File: src/rtl/cpu_bus_seq.sv
// rtl/cpu_bus_seq.sv - splits CPU load/store requests into byte beats on the external CPU bus
module cpu_bus_seq #(
    parameter int DATA_W = 32,
    parameter int ADDR_W = 32,
    parameter int SIZE_W = 2,
    parameter int TMO_W  = 8
) (
    input  logic              i_cpu_clk,
    input  logic              i_rst,
    input  logic              i_req_valid,
    output logic              o_req_ready,
    input  logic              i_req_we,
    input  logic              i_req_signed,
    input  logic [SIZE_W-1:0] i_req_size,
    input  logic [ADDR_W-1:0] i_req_addr,
    input  logic [DATA_W-1:0] i_req_wdata,
    output logic              o_rsp_valid,
    output logic              o_rsp_err,
    output logic [DATA_W-1:0] o_rsp_rdata,
    output logic              o_bus_clk,
    output logic              o_bus_we,
    output logic [ADDR_W-1:0] o_bus_addr,
    output logic [7:0]        o_bus_data,
    input  logic [7:0]        i_bus_data,
    input  logic              i_bus_data_ready,
    output logic              o_busy
);

    localparam int NB    = DATA_W / 8;
    localparam int IDX_W = (NB > 1) ? $clog2(NB) : 1;
    localparam logic [TMO_W-1:0] TMO_MAX = '1;

    typedef enum logic [2:0] {
        S_IDLE,
        S_SETUP,
        S_STROBE,
        S_WAIT,
        S_DONE
    } state_t;

    state_t             state_q, state_d;
    logic [IDX_W-1:0]   idx_q, idx_d;
    logic [IDX_W-1:0]   last_q, last_d;
    logic [TMO_W-1:0]   tmo_q, tmo_d;
    logic               we_q, we_d;
    logic               sgn_q, sgn_d;
    logic [SIZE_W-1:0]  size_q, size_d;
    logic [ADDR_W-1:0]  addr_q, addr_d;
    logic [DATA_W-1:0]  wdata_q, wdata_d;
    logic [DATA_W-1:0]  rdata_q, rdata_d;
    logic               rsp_err_q, rsp_err_d;
    logic [DATA_W-1:0]  rsp_rdata_q, rsp_rdata_d;
    logic [DATA_W-1:0]  rdata_asm;

    // Replace every byte above the transfer size with zero or the sign bit.
    function automatic logic [DATA_W-1:0] extend(input logic [DATA_W-1:0] d,
                                                 input logic [SIZE_W-1:0] size,
                                                 input logic              sgn);
        logic [DATA_W-1:0] r;
        logic              fill;
        int                nbytes;
        nbytes = 1 << size;
        fill   = sgn & d[8*nbytes-1];
        for (int k = 0; k < NB; k++) begin
            r[8*k +: 8] = (k < nbytes) ? d[8*k +: 8] : {8{fill}};
        end
        return r;
    endfunction

    // State and datapath registers; reset abandons any transfer in flight.
    always_ff @(posedge i_cpu_clk or negedge i_rst) begin
        if (!i_rst) begin
            state_q     <= S_IDLE;
            idx_q       <= '0;
            last_q      <= '0;
            tmo_q       <= '0;
            we_q        <= 1'b0;
            sgn_q       <= 1'b0;
            size_q      <= '0;
            addr_q      <= '0;
            wdata_q     <= '0;
            rdata_q     <= '0;
            rsp_err_q   <= 1'b0;
            rsp_rdata_q <= '0;
        end else begin
            state_q     <= state_d;
            idx_q       <= idx_d;
            last_q      <= last_d;
            tmo_q       <= tmo_d;
            we_q        <= we_d;
            sgn_q       <= sgn_d;
            size_q      <= size_d;
            addr_q      <= addr_d;
            wdata_q     <= wdata_d;
            rdata_q     <= rdata_d;
            rsp_err_q   <= rsp_err_d;
            rsp_rdata_q <= rsp_rdata_d;
        end
    end

    // Next-state, beat sequencing, read assembly and bus drive.
    always_comb begin
        state_d     = state_q;
        idx_d       = idx_q;
        last_d      = last_q;
        tmo_d       = tmo_q;
        we_d        = we_q;
        sgn_d       = sgn_q;
        size_d      = size_q;
        addr_d      = addr_q;
        wdata_d     = wdata_q;
        rdata_d     = rdata_q;
        rsp_err_d   = rsp_err_q;
        rsp_rdata_d = rsp_rdata_q;
        o_req_ready = 1'b0;
        o_bus_clk   = 1'b0;
        o_bus_we    = 1'b0;
        o_bus_addr  = '0;
        o_bus_data  = '0;

        rdata_asm = rdata_q;
        rdata_asm[8*int'(idx_q) +: 8] = i_bus_data;

        case (state_q)
            S_IDLE: begin
                o_req_ready = 1'b1;
                if (i_req_valid) begin
                    we_d    = i_req_we;
                    sgn_d   = i_req_signed;
                    size_d  = i_req_size;
                    addr_d  = i_req_addr;
                    wdata_d = i_req_wdata;
                    rdata_d = '0;
                    idx_d   = '0;
                    last_d  = IDX_W'((64'd1 << i_req_size) - 64'd1);
                    if ((64'd1 << i_req_size) > 64'(NB)) begin
                        rsp_err_d   = 1'b1;
                        rsp_rdata_d = '0;
                        state_d     = S_DONE;
                    end else begin
                        state_d = S_SETUP;
                    end
                end
            end
            S_SETUP: begin
                o_bus_we   = we_q;
                o_bus_addr = addr_q + ADDR_W'(idx_q);
                o_bus_data = wdata_q[8*int'(idx_q) +: 8];
                state_d    = S_STROBE;
            end
            S_STROBE: begin
                o_bus_clk  = 1'b1;
                o_bus_we   = we_q;
                o_bus_addr = addr_q + ADDR_W'(idx_q);
                o_bus_data = wdata_q[8*int'(idx_q) +: 8];
                tmo_d      = '0;
                state_d    = S_WAIT;
            end
            S_WAIT: begin
                o_bus_clk  = 1'b1;
                o_bus_we   = we_q;
                o_bus_addr = addr_q + ADDR_W'(idx_q);
                o_bus_data = wdata_q[8*int'(idx_q) +: 8];
                if (i_bus_data_ready) begin
                    if (!we_q) begin
                        rdata_d = rdata_asm;
                    end
                    if (idx_q == last_q) begin
                        rsp_err_d   = 1'b0;
                        rsp_rdata_d = we_q ? '0 : extend(rdata_asm, size_q, sgn_q);
                        state_d     = S_DONE;
                    end else begin
                        idx_d   = idx_q + 1'b1;
                        state_d = S_SETUP;
                    end
                end else if (tmo_q == TMO_MAX - 1'b1) begin
                    tmo_d       = TMO_MAX;
                    rsp_err_d   = 1'b1;
                    rsp_rdata_d = '0;
                    state_d     = S_DONE;
                end else begin
                    tmo_d = tmo_q + 1'b1;
                end
            end
            S_DONE: begin
                state_d = S_IDLE;
            end
            default: begin
                state_d = S_IDLE;
            end
        endcase
    end

    assign o_rsp_valid = (state_q == S_DONE);
    assign o_rsp_err   = rsp_err_q;
    assign o_rsp_rdata = rsp_rdata_q;
    assign o_busy      = (state_q != S_IDLE);

endmodule
File: config.mk
export PLATFORM = sky130hd
export DESIGN_NAME = cpu_bus_seq
export DESIGN_NICKNAME = d
export VERILOG_FILES = /design/src/rtl/cpu_bus_seq.sv
export SDC_FILE = /design/constraint.sdc
export NUM_CORES = 1
export LEC_CHECK = 0
export ABC_AREA = 1
export BUFFER_PORTS_ARGS = -buffer_cell sky130_fd_sc_hd__buf_2
export CORE_MARGIN = 2
export CORE_UTILIZATION = 50
export DETAILED_ROUTE_END_ITERATION = 8
export GPL_TIMING_DRIVEN = 0
export PLACE_DENSITY = 0.8
export REMOVE_ABC_BUFFERS = 1
export SLEW_MARGIN = 20
export SYNTH_ARGS = -nofsm -noshare
export SYNTH_HDL_FRONTEND = slang
export SYNTH_SLANG_ARGS = --single-unit
export TNS_END_PERCENT = 20
File: constraint.sdc
create_clock -name i_cpu_clk -period 7.87 [get_ports i_cpu_clk]
set_input_delay 0.3935 -clock i_cpu_clk [delete_from_list [all_inputs] [get_ports i_cpu_clk]]
set_output_delay 0.3935 -clock i_cpu_clk [all_outputs]
set_load 0.005 [all_outputs]
==> reports/qor.yml <==
run_status:
  status: "completed"
floorplan:
  rows: 45
  core-area_um2: 15300
  dieArea_um2: 16800
  io_pins: 158
  dieHeight_um: 129
  die_w_um: 129
  start_util: 0.514
clocking:
  cts-buffers-inserted: 17
  cts_tree: "yes"
  cts_root_buf: "clkbuf_16"
  clk_pin_slew_worst_paths_ns: 0.06
  htreeDepth: 4
  cts_sinks: 148
  cts.path.max_buffers: 2
  cts_resized: 0
  insertion_delay_ns: 0.42
  postCtsSetupRepairBufs: 0
global_routing:
  gr-total-overflow: 0
  first_global_vias: 6868
  antenna_found_initial: 0
  grt_pass1_wl_um: 33700
  grt_max_degree: 88
  track_usage: 0.254
logic_synthesis:
  avgSynthCellArea_um2: 7.55
  synth-adder-area-share: 0.0200
  yosys.area_share.simple: 0.303
  seq_area_frac_synth: 0.470
  synth-seq-cells: 148
  synth_compound_area_frac: 0.110
  postSynthCellCount: 1043
  synth-xor-area-share: 0.0211
  synth_edf_count: 0
  ys.flop_type: "dfrtp_1"
  syn_area_um2: 7870
  synth_top_family_by_area: "simple AND/OR/NAND/NOR gates"
  yosys_warnings: 0
  async_reset_ff_frac: 1.00
  synth_cell_types: 40
  muxShareOfSynthArea: 0
power_and_ir_drop:
  cellLeakagePower_nw: 4.95
  power_density_nw_per_um2: 372
  max-vdd-ir-drop_mv: 0.208
setup_path:
  crit_path_start_kind: "flop"
  slowest_stage: "dfrtp_1"
  critPathBufInv: 3
  cp-end-kind: "primary output"
  r2r_slack_ns: 4.55
  crit_top_cell: "nor2_1"
  cp.arrival_ns: 3.80
  crit_start: "idx_q[1]$_DFFE_PN0P_"
  crit_family: "buffers and inverters"
  cp_max_fo: 13
  critPathKind: "flop to primary output"
  crit_required_ns: 7.48
  r2r_start: "idx_q[1]$_DFFE_PN0P_"
  max_stage_delay_ns: 0.73
  path_cells: "clkinv_1 > fa_1 > inv_1 > nand3_1 > nor2_1 > nand2_1 > nor2_1 > o21ai_0 > a31oi_1 > buf_2"
timing:
  whs_ns: 0.165
  setup_viol: 0
  finalMaxSlewViolations: 0
  grt_setup_unrepaired: "false"
  setup-tns-final_ns: 0
  worstMarginPinSlew_ns: 1.09
  finalHoldViolCount: 0
  fmaxAchievable_ghz: 0.238
  final.min_clock_period_ns: 4.20
  period_share: 0.533
  skew_ns: 0.00732
  maxSlewHeadroom: 0.272
min_path:
  min_path_type: "primary input to flop"
  hp-start: "i_req_addr[16]"
job:
  maxCapViolCount: 0
drt:
  avgViaCountPerCell: 5.29
  wire_per_inst_um: 14.6
  antenna_left: 0
  firstDrtPassIters: 5
  detail_route.wirelength.met1_um: 9060
  drt-total-wl_um: 20500
  wl_met2_um: 9630
  drc_errors: 0
  num_vias: 7440
  drt_iter0_drc: 562
  wl_met3_um: 1310
  top_layer: "met4"
final_layout:
  final_cell_mix: "353 x nand2_1, 156 x buf_2, 147 x dfrtp_1"
  mostFrequentLayoutCell: "nand2_1"
  area_growth_syn_to_layout_pct: 20.0
  drive_gt1_frac: 0.185
  nNetsFinal: 1278
  nFillCells: 1420
  antenna_cells: 0
placed_design:
  dpl.hpwl_um: 14600
  globalplace.congestion: 0.919
  port_buffers: 157
cell type report:
cell class	count	area [um2]	share of cell area
multi-input cells	750	3580	0.379
well taps	211	264	0.0279
flip-flops and latches	148	3700	0.392
clock inverters	8	101	0.0107
clock buffers	21	480	0.0508
inverters	107	402	0.0425
repair buffers	162	916	0.0969
logic make-up (layout without fill, tap and decap cells):
family / after synthesis / count (layout)
XOR/XNOR: 19 / 19
AND/OR/NAND/NOR: 569 / 569
flip-flops: 148 / 148
adder cells (fa/ha/maj): 12 / 12
AO/OA/AOI/OAI: 150 / 150
buffers and inverters: 145 / 298
repair_timing:
item / CTS / global route
endpoints found under the hold margin: 61 / 0
setup endpoints to repair: 0 / 0
hold buffers: 1 / 0
state kept, by name, indices dropped and copies added, names as in the netlist, 2 cells and up:
signal / count
tmo_q: 8
idx_q: 2
wdata_q: 32
o_rsp_rdata: 32
addr_q: 32
state_q: 3
rdata_q: 32
size_q: 2
last_q: 2
synthesized netlist by cell type (3+ instances only):
cell,n,share of area
inv_1,96,0.046
nand3_1,59,0.038
nand2_2,8,0.0064
nand2_4,3,0.0043
inv_2,8,0.0038
ha_1,11,0.017
nor2_1,102,0.049
a21oi_1,19,0.012
buf_2,11,0.0070
xnor2_1,8,0.0089
a31oi_1,7,0.0056
o21a_1,3,0.0029
xor2_1,11,0.012
nor3_1,27,0.017
o21ai_0,64,0.041
clkbuf_1,19,0.0091
a22oi_1,19,0.018
buf_6,4,0.0057
nand2_1,353,0.17
clkinv_1,3,0.0014
o22ai_1,34,0.027
nand4_1,4,0.0032
dfrtp_1,148,0.47
through the flow:
step / instance area, um2 / utilization / cells / setup WS (ns) / power, W
floorplan: 7680 / - / 1005 / 3.29 / 0.00214
global placement: 8730 / 0.570 / 1373 / 1.36 / 0.00265
detailed placement: 8860 / 0.578 / 1377 / 4.20 / 0.00272
CTS: 9450 / 0.617 / 1407 / 3.72 / 0.00353
global route: 9450 / 0.617 / 1407 / 3.42 / 0.00380
finish: 9450 / 0.617 / 1407 / 3.67 / 0.00351
worst min-delay path, stage by stage:
cell,delay (ns)
buf_2,0.07
nand2_1,0.04
nand2_1,0.05
power breakdown:
group	total, W	internal, W	switching (W)
sequential	0.00122	0.00100	0.000217
combinational	0.00150	0.000525	0.000971
clock	0.000802	0.000495	0.000307
layer usage:
layer	up-vias	GRT usage
li1	3641	-
met2	310	0.398
met4	0	0.104
met5	-	0
met1	3439	0.349
met3	50	0.0495
worst paths after layout:
check                                              end  cells after the start
min in group asynchronous   o_rsp_rdata[0]$_DFFE_PN0P_                      2
min reg2reg                    wdata_q[12]$_DFFE_PN0P_                      2
min                             addr_q[16]$_DFFE_PN0P_                      3
max in group asynchronous        last_q[1]$_DFFE_PN0P_                      3
max reg2reg                o_rsp_rdata[15]$_DFFE_PN0P_                     11
max                                     o_bus_addr[14]                     10
(Power assumes the default switching activity.)
